$ cat src/rtl/spi_pkg.sv
// Shared definitions for the spi_master / spi_slave pair: state encoding,
// default word width and the smallest SCK half-period the slave can follow.
package spi_pkg;

  localparam int SPI_WIDTH       = 16;
  localparam int SPI_MIN_CLK_DIV = 4;

  typedef enum logic [2:0] {
    ST_IDLE  = 3'd0,
    ST_LEAD  = 3'd1,
    ST_HIGH  = 3'd2,
    ST_LOW   = 3'd3,
    ST_TRAIL = 3'd4,
    ST_GAP   = 3'd5
  } spi_state_e;

  // Counter width able to hold 0 .. max_count-1.
  function automatic int spi_cnt_w(input int max_count);
    return (max_count < 2) ? 1 : $clog2(max_count);
  endfunction

endpackage

$ cat src/rtl/spi_sync2.sv
// Two-flop synchroniser for a single asynchronous level (spi_miso here,
// spi_clk/spi_mosi/spi_str on the slave side).
module spi_sync2 (
  input  logic clk,
  input  logic reset,
  input  logic d_i,
  output logic q_o
);

  logic meta_q;
  logic sync_q;

  always_ff @(posedge clk) begin
    if (reset) begin
      meta_q <= 1'b0;
      sync_q <= 1'b0;
    end else begin
      meta_q <= d_i;
      sync_q <= meta_q;
    end
  end

  assign q_o = sync_q;

endmodule

$ cat src/rtl/spi_master.sv
// 16-bit MSB-first SPI master with clk-divided SCK, framed by spi_str,
// capturing the slave's reply on spi_miso through a 2-flop synchroniser.
//
// state | meaning
// IDLE  | str high, waiting for start; d_tx loaded and first bit driven on start
// LEAD  | str low, SCK low for CLK_DIV cycles; first miso sample at the end
// HIGH  | SCK high; slave captures mosi; mosi advances when it ends
// LOW   | SCK low; miso sampled at the end, just before the next rising edge
// TRAIL | SCK low, str still low so the slave sees the final falling edge
// GAP   | str high for GAP cycles; d_rx/done presented in the first cycle
module spi_master
  import spi_pkg::*;
#(
  parameter int WIDTH   = SPI_WIDTH,
  parameter int CLK_DIV = 8,
  parameter int GAP     = 4
) (
  input  logic             clk,
  input  logic             reset,
  input  logic             start,
  input  logic [WIDTH-1:0] d_tx,
  output logic [WIDTH-1:0] d_rx,
  output logic             busy,
  output logic             done,
  output logic             spi_clk,
  output logic             spi_mosi,
  input  logic             spi_miso,
  output logic             spi_str
);

  localparam int HC_MAX = (CLK_DIV > GAP) ? CLK_DIV : GAP;
  localparam int HC_W   = spi_cnt_w(HC_MAX);
  localparam int BC_W   = spi_cnt_w(WIDTH);

  spi_state_e       state_q, state_d;
  logic [HC_W-1:0]  hc_q, hc_d;
  logic [BC_W-1:0]  bc_q, bc_d;
  logic [WIDTH-1:0] tx_sh_q, tx_sh_d;
  logic [WIDTH-1:0] rx_sh_q, rx_sh_d;
  logic [WIDTH-1:0] d_rx_q, d_rx_d;
  logic             mosi_q, mosi_d;
  logic             sclk_q, sclk_d;
  logic             str_q, str_d;
  logic             busy_q, busy_d;
  logic             done_q, done_d;

  logic miso_s;
  logic half_last;
  logic gap_last;
  logic bit_last;

  spi_sync2 u_sync_miso (
    .clk   (clk),
    .reset (reset),
    .d_i   (spi_miso),
    .q_o   (miso_s)
  );

  assign half_last = (hc_q == HC_W'(CLK_DIV - 1));
  assign gap_last  = (hc_q == HC_W'(GAP - 1));
  assign bit_last  = (bc_q == BC_W'(WIDTH - 1));

  always_ff @(posedge clk) begin
    if (reset) begin
      state_q <= ST_IDLE;
      hc_q    <= '0;
      bc_q    <= '0;
      tx_sh_q <= '0;
      rx_sh_q <= '0;
      d_rx_q  <= '0;
      mosi_q  <= 1'b1;
      sclk_q  <= 1'b0;
      str_q   <= 1'b1;
      busy_q  <= 1'b0;
      done_q  <= 1'b0;
    end else begin
      state_q <= state_d;
      hc_q    <= hc_d;
      bc_q    <= bc_d;
      tx_sh_q <= tx_sh_d;
      rx_sh_q <= rx_sh_d;
      d_rx_q  <= d_rx_d;
      mosi_q  <= mosi_d;
      sclk_q  <= sclk_d;
      str_q   <= str_d;
      busy_q  <= busy_d;
      done_q  <= done_d;
    end
  end

  always_comb begin
    state_d = state_q;
    hc_d    = hc_q;
    bc_d    = bc_q;
    tx_sh_d = tx_sh_q;
    rx_sh_d = rx_sh_q;
    d_rx_d  = d_rx_q;
    mosi_d  = mosi_q;
    done_d  = 1'b0;

    unique case (state_q)
      ST_IDLE: begin
        if (start) begin
          tx_sh_d = d_tx;
          mosi_d  = d_tx[WIDTH-1];
          bc_d    = '0;
          hc_d    = '0;
          state_d = ST_LEAD;
        end
      end
      ST_LEAD, ST_LOW: begin
        if (half_last) begin
          rx_sh_d = {rx_sh_q[WIDTH-2:0], miso_s};
          hc_d    = '0;
          state_d = ST_HIGH;
        end else begin
          hc_d = hc_q + 1'b1;
        end
      end
      ST_HIGH: begin
        if (half_last) begin
          hc_d = '0;
          if (bit_last) begin
            state_d = ST_TRAIL;
          end else begin
            // mosi only moves here, i.e. on the falling SCK edge
            tx_sh_d = {tx_sh_q[WIDTH-2:0], 1'b0};
            mosi_d  = tx_sh_q[WIDTH-2];
            bc_d    = bc_q + 1'b1;
            state_d = ST_LOW;
          end
        end else begin
          hc_d = hc_q + 1'b1;
        end
      end
      ST_TRAIL: begin
        if (half_last) begin
          // registered on entry to GAP so done and d_rx line up in its first cycle
          d_rx_d  = rx_sh_q;
          done_d  = 1'b1;
          hc_d    = '0;
          state_d = ST_GAP;
        end else begin
          hc_d = hc_q + 1'b1;
        end
      end
      ST_GAP: begin
        if (gap_last) begin
          hc_d    = '0;
          state_d = ST_IDLE;
        end else begin
          hc_d = hc_q + 1'b1;
        end
      end
      default: begin
        hc_d    = '0;
        state_d = ST_IDLE;
      end
    endcase

    sclk_d = (state_d == ST_HIGH);
    str_d  = !((state_d == ST_LEAD) || (state_d == ST_HIGH) ||
               (state_d == ST_LOW)  || (state_d == ST_TRAIL));
    busy_d = (state_d != ST_IDLE);
  end

  assign d_rx     = d_rx_q;
  assign busy     = busy_q;
  assign done     = done_q;
  assign spi_clk  = sclk_q;
  assign spi_mosi = mosi_q;
  assign spi_str  = str_q;

  a_done_pulse: assert property (@(posedge clk) disable iff (reset) done_q |=> !done_q);
  a_sclk_framed: assert property (@(posedge clk) disable iff (reset) str_q |-> !sclk_q);

endmodule

$ cat config.mk
export PLATFORM = sky130hd
export DESIGN_NAME = spi_master
export DESIGN_NICKNAME = d
export VERILOG_FILES = /design/src/rtl/spi_pkg.sv /design/src/rtl/spi_sync2.sv /design/src/rtl/spi_master.sv
export SDC_FILE = /design/constraint.sdc
export NUM_CORES = 1
export LEC_CHECK = 0
export BUFFER_PORTS_ARGS = -buffer_cell sky130_fd_sc_hd__buf_4
export CORE_ASPECT_RATIO = 0.9
export CORE_MARGIN = 4
export CORE_UTILIZATION = 50
export DETAILED_ROUTE_END_ITERATION = 6
export GPL_TIMING_DRIVEN = 0
export HOLD_SLACK_MARGIN = 0.02
export PLACE_DENSITY = 0.72
export SLEW_MARGIN = 20
export SYNTH_ARGS = -nofsm -noshare
export SYNTH_HDL_FRONTEND = slang
export SYNTH_SLANG_ARGS = --single-unit
$ cat constraint.sdc
create_clock -name clk -period 2 [get_ports clk]
set_input_delay 0.1 -clock clk [delete_from_list [all_inputs] [get_ports clk]]
set_output_delay 0.1 -clock clk [all_outputs]
set_load 0.02 [all_outputs]
==> metrics.md <==
| Metric | Value |
|---|---|
| Pwr/cell area | 783 mW/mm² |
| Die width | between 80 and 90 µm |
| Met2 GRT Util | between 20% and 30% |
| # setup viols final | 0 |
| First-pass GRT wire length | approximately 10000 µm |
| Critical setup path kind | reg2reg |
| Synth warnings | 0 |
| Sequential cell area | roughly 0.0013 mm² |
| Total Wirelength | 5920 µm |
| Initial antenna violation count | 0 |
| H-tree depth | 3 |
| CTS root buf | clkbuf_8 |
| Synth-to-layout area growth | 22.3% |
| DRT iter0 DRCs | 130 |
| FILL cells | slightly below 500 |
| Worst setup SP type | flip-flop |
| Most frequent cells in the layout | nand2_1 (67), dfxtp_1 (64), a21oi_1 (50), buf_4 (40), mux2i_1 (17) |
| Row count | 25 |
| Worst VDD drop | 559 µV |
| Global Route met3 Usage | under 10% |
| Required time of the critical path | 2.23 ns |
| Diode count | 0 |
| Crit Path Max Fanout | 10 |
| Met1 Use GR | between 20% and 30% |
| Final Non-Filler Cells | 428 |
| Starting density of the core | 51.3% |
| Layout cells sized above 1 | 21.6% |
| Sink Count | 64 |
| Final Cell Area | approximately 0.0033 mm² |
| Max_cap viols | 0 |
| Ports | 41 |
| Post-synth top flop | dfxtp_1 |
| CORE AREA | 0.00522 mm² |
| Seq/Total Area, Yosys | 47.8% |
| Crit path capture type | flip-flop |
| Die area | ~0.0066 mm² |
| Post-synth EDFFs | 0 |
| Clock Latency Late Sink | 0.33 ns |
| CTS tree | yes |
| Vias after detailed routing | 2327 |
| CTS Buffer Depth | 2 |
| Synthesized cell area | 0.00268 mm² |
| Via density | ~5.4 |
| Synth area leaders | dfxtp_1 (48%), nand2_1 (9.4%), a21oi_1 (9.3%), mux2i_1 (6.3%), a211oi_1 (4.2%) |
| DR pass1 iterations | 4 |
| Die height | 77.5 µm |
| Synth area leader | dfxtp_1 |
| Clock Skew | 0.00316 ns |
| DP Area | 0.00306 mm² |
| Leakage | 0.00124 µW |
| Final setup TNS | 0 ns |
| Fin nets | 383 |
| Arrival time worst endpoint | 2.13 ns |
| RSZ-0062 raised after global routing | false |
| Max-slew violations | 0 |
| HP Class | in2reg |
| Wirelength per Cell | 13.8 µm |
| Ys async rst share | 0% |
| GP Congestion | around 0.89 |
| Max-slew headroom | 67.2% |
| Min cycle time layout | around 1.9 ns |
| Syn Nets | 334 |
| Commonest non-fill, non-tap cell in the layout | nand2_1 |
| Number of routed nets with antenna violations | 0 |
| Final Hold Viols | 0 |
| Mean Syn Cell Area | 8.71 µm² |
| Multi-input gate area | 0.00129 mm² |
| Unique masters post-synth | 43 |
| Largest net degree at the start of global routing | 17 |
| Reg clk slew, reported paths | 0.07 ns |
| Worst-margin pin slew | between 0.4 and 0.5 ns |
| GRT Util Overall | about a fifth |
| Syn Inst Count | 308 |
| Residual DRC count | 0 |
| Port bufs | 39 |
| PnR Total Power | 2570 µW |
| Gr busiest metal | met2 |
| Cells after DPL | 414 |
| Fmax | 525 MHz |
| Synth top area share | 47.8% |
| Status | finished clean |
| Yosys reg bits | 64 |
| Vias in the first global route | between 2000 and 2500 |
| DP HPWL | slightly above 4000 µm |
| Remaining global-route overflow | 0 |
| Num CTS Buffers | 9 |
| Final Cycle Share | 95.2% |
==> routing by layer <==
| metal | up-vias | wire [µm] |
|---|---|---|
| li1 | 1169 | - |
| met1 | 1092 | 2810 |
| met5 | - | 0 |
| met4 | 0 | 73 |
| met3 | 8 | 303 |
| met2 | 58 | 2730 |
==> stage by stage <==
step	setup WS, ns	hold slack (ns)	util [%]
floorplan	0.184	0.228	-
global placement	-0.0590	0.320	58.5
detailed placement	-0.0791	0.335	58.5
CTS	0.0131	0.0655	62.3
global route	0.0286	0.0713	62.8
finish	0.0965	0.0800	62.8
==> cell usage after synthesis (2+ instances only) <==
cell type and n:
mux2i_1 17, a211oi_1 15, nand2b_1 4, o21ai_1 2
nor3b_1 3, a21oi_1 50, buf_2 6, clkbuf_1 13
buf_6 2, a31oi_1 2, nor3_1 6, nand2_1 67
dfxtp_1 64, and3_1 2, or2_1 2, nor2b_1 3
o22a_1 2, ha_1 6, inv_1 5, nor2_2 2
nor2_1 8, nand3_1 6
==> power breakdown <==
part / internal [µW] / switching (µW) / leakage, µW / total (µW)
clock network: 577 / 465 / 0.0000975 / 1040
registers: 1310 / 20.5 / 0.000521 / 1330
logic: 86.5 / 108 / 0.000625 / 194
==> critical path, cell delays in order (launching register included) <==
cell and delay, ns:
dfxtp_1 0.32, ha_2 0.22, ha_1 0.18, buf_2 0.18
nand2b_1 0.10, a21oi_1 0.10, or4_4 0.50, a21o_1 0.19
==> state kept, by name, summed over array words and instances (netlist names) <==
name and count:
busy 1, tx_sh_q 15, spi_mosi 1, d_rx 16
done 1, u_sync_miso.meta_q 1, bc_q 4, hc_q 3
spi_clk 1, u_sync_miso.q_o 1, rx_sh_q 16, state_q 3
spi_str 1
==> final timing paths <==
kind | startpoint | endpoint | slack (ns) | cells after the start
worst max register to register | hc_q[0]$_SDFFE_PP0N_ | busy$_SDFF_PP0_ | 0.1 | 7
worst min-delay path | d_tx[0] | tx_sh_q[0]$_SDFFE_PP0P_ | 0.08 | 3
worst max-delay path | hc_q[0]$_SDFFE_PP0N_ | busy$_SDFF_PP0_ | 0.1 | 7
worst min register to register | u_sync_miso.meta_q$_SDFF_PP0_ | u_sync_miso.q_o$_SDFF_PP0_ | 0.44 | 1
==> final cells by class <==
cell class / count / area share [%]
Multi-Input combinational cell: 216 / 39.4
Clock inverter: 2 / 0.382
Clock buffer: 13 / 5.46
Inverter: 6 / 0.687
Timing Repair Buffer: 40 / 9.23
Sequential cell: 64 / 39.1
Tap cell: 67 / 2.56
Buffer: 20 / 3.20
==> cell families after synthesis <==
group,after synthesis,synth area share (%)
xor gates and xnor gates,1,0.327
and+or+nand+nor,109,18.7
DFF,64,47.8
muxes,18,6.77
buffers and inverters,28,4.90
AOI/OAI and AO/OA,82,18.8
adders and majority gates,6,2.80
==> repair_timing <==
item,4_1_cts,5_1_grt
resized for setup,1,11
endpoints found under the setup margin,18,31
buffers inserted,0,0
endpoints found under the hold margin,1,0
hold buffers,1,0
(Power assumes the default switching activity.)
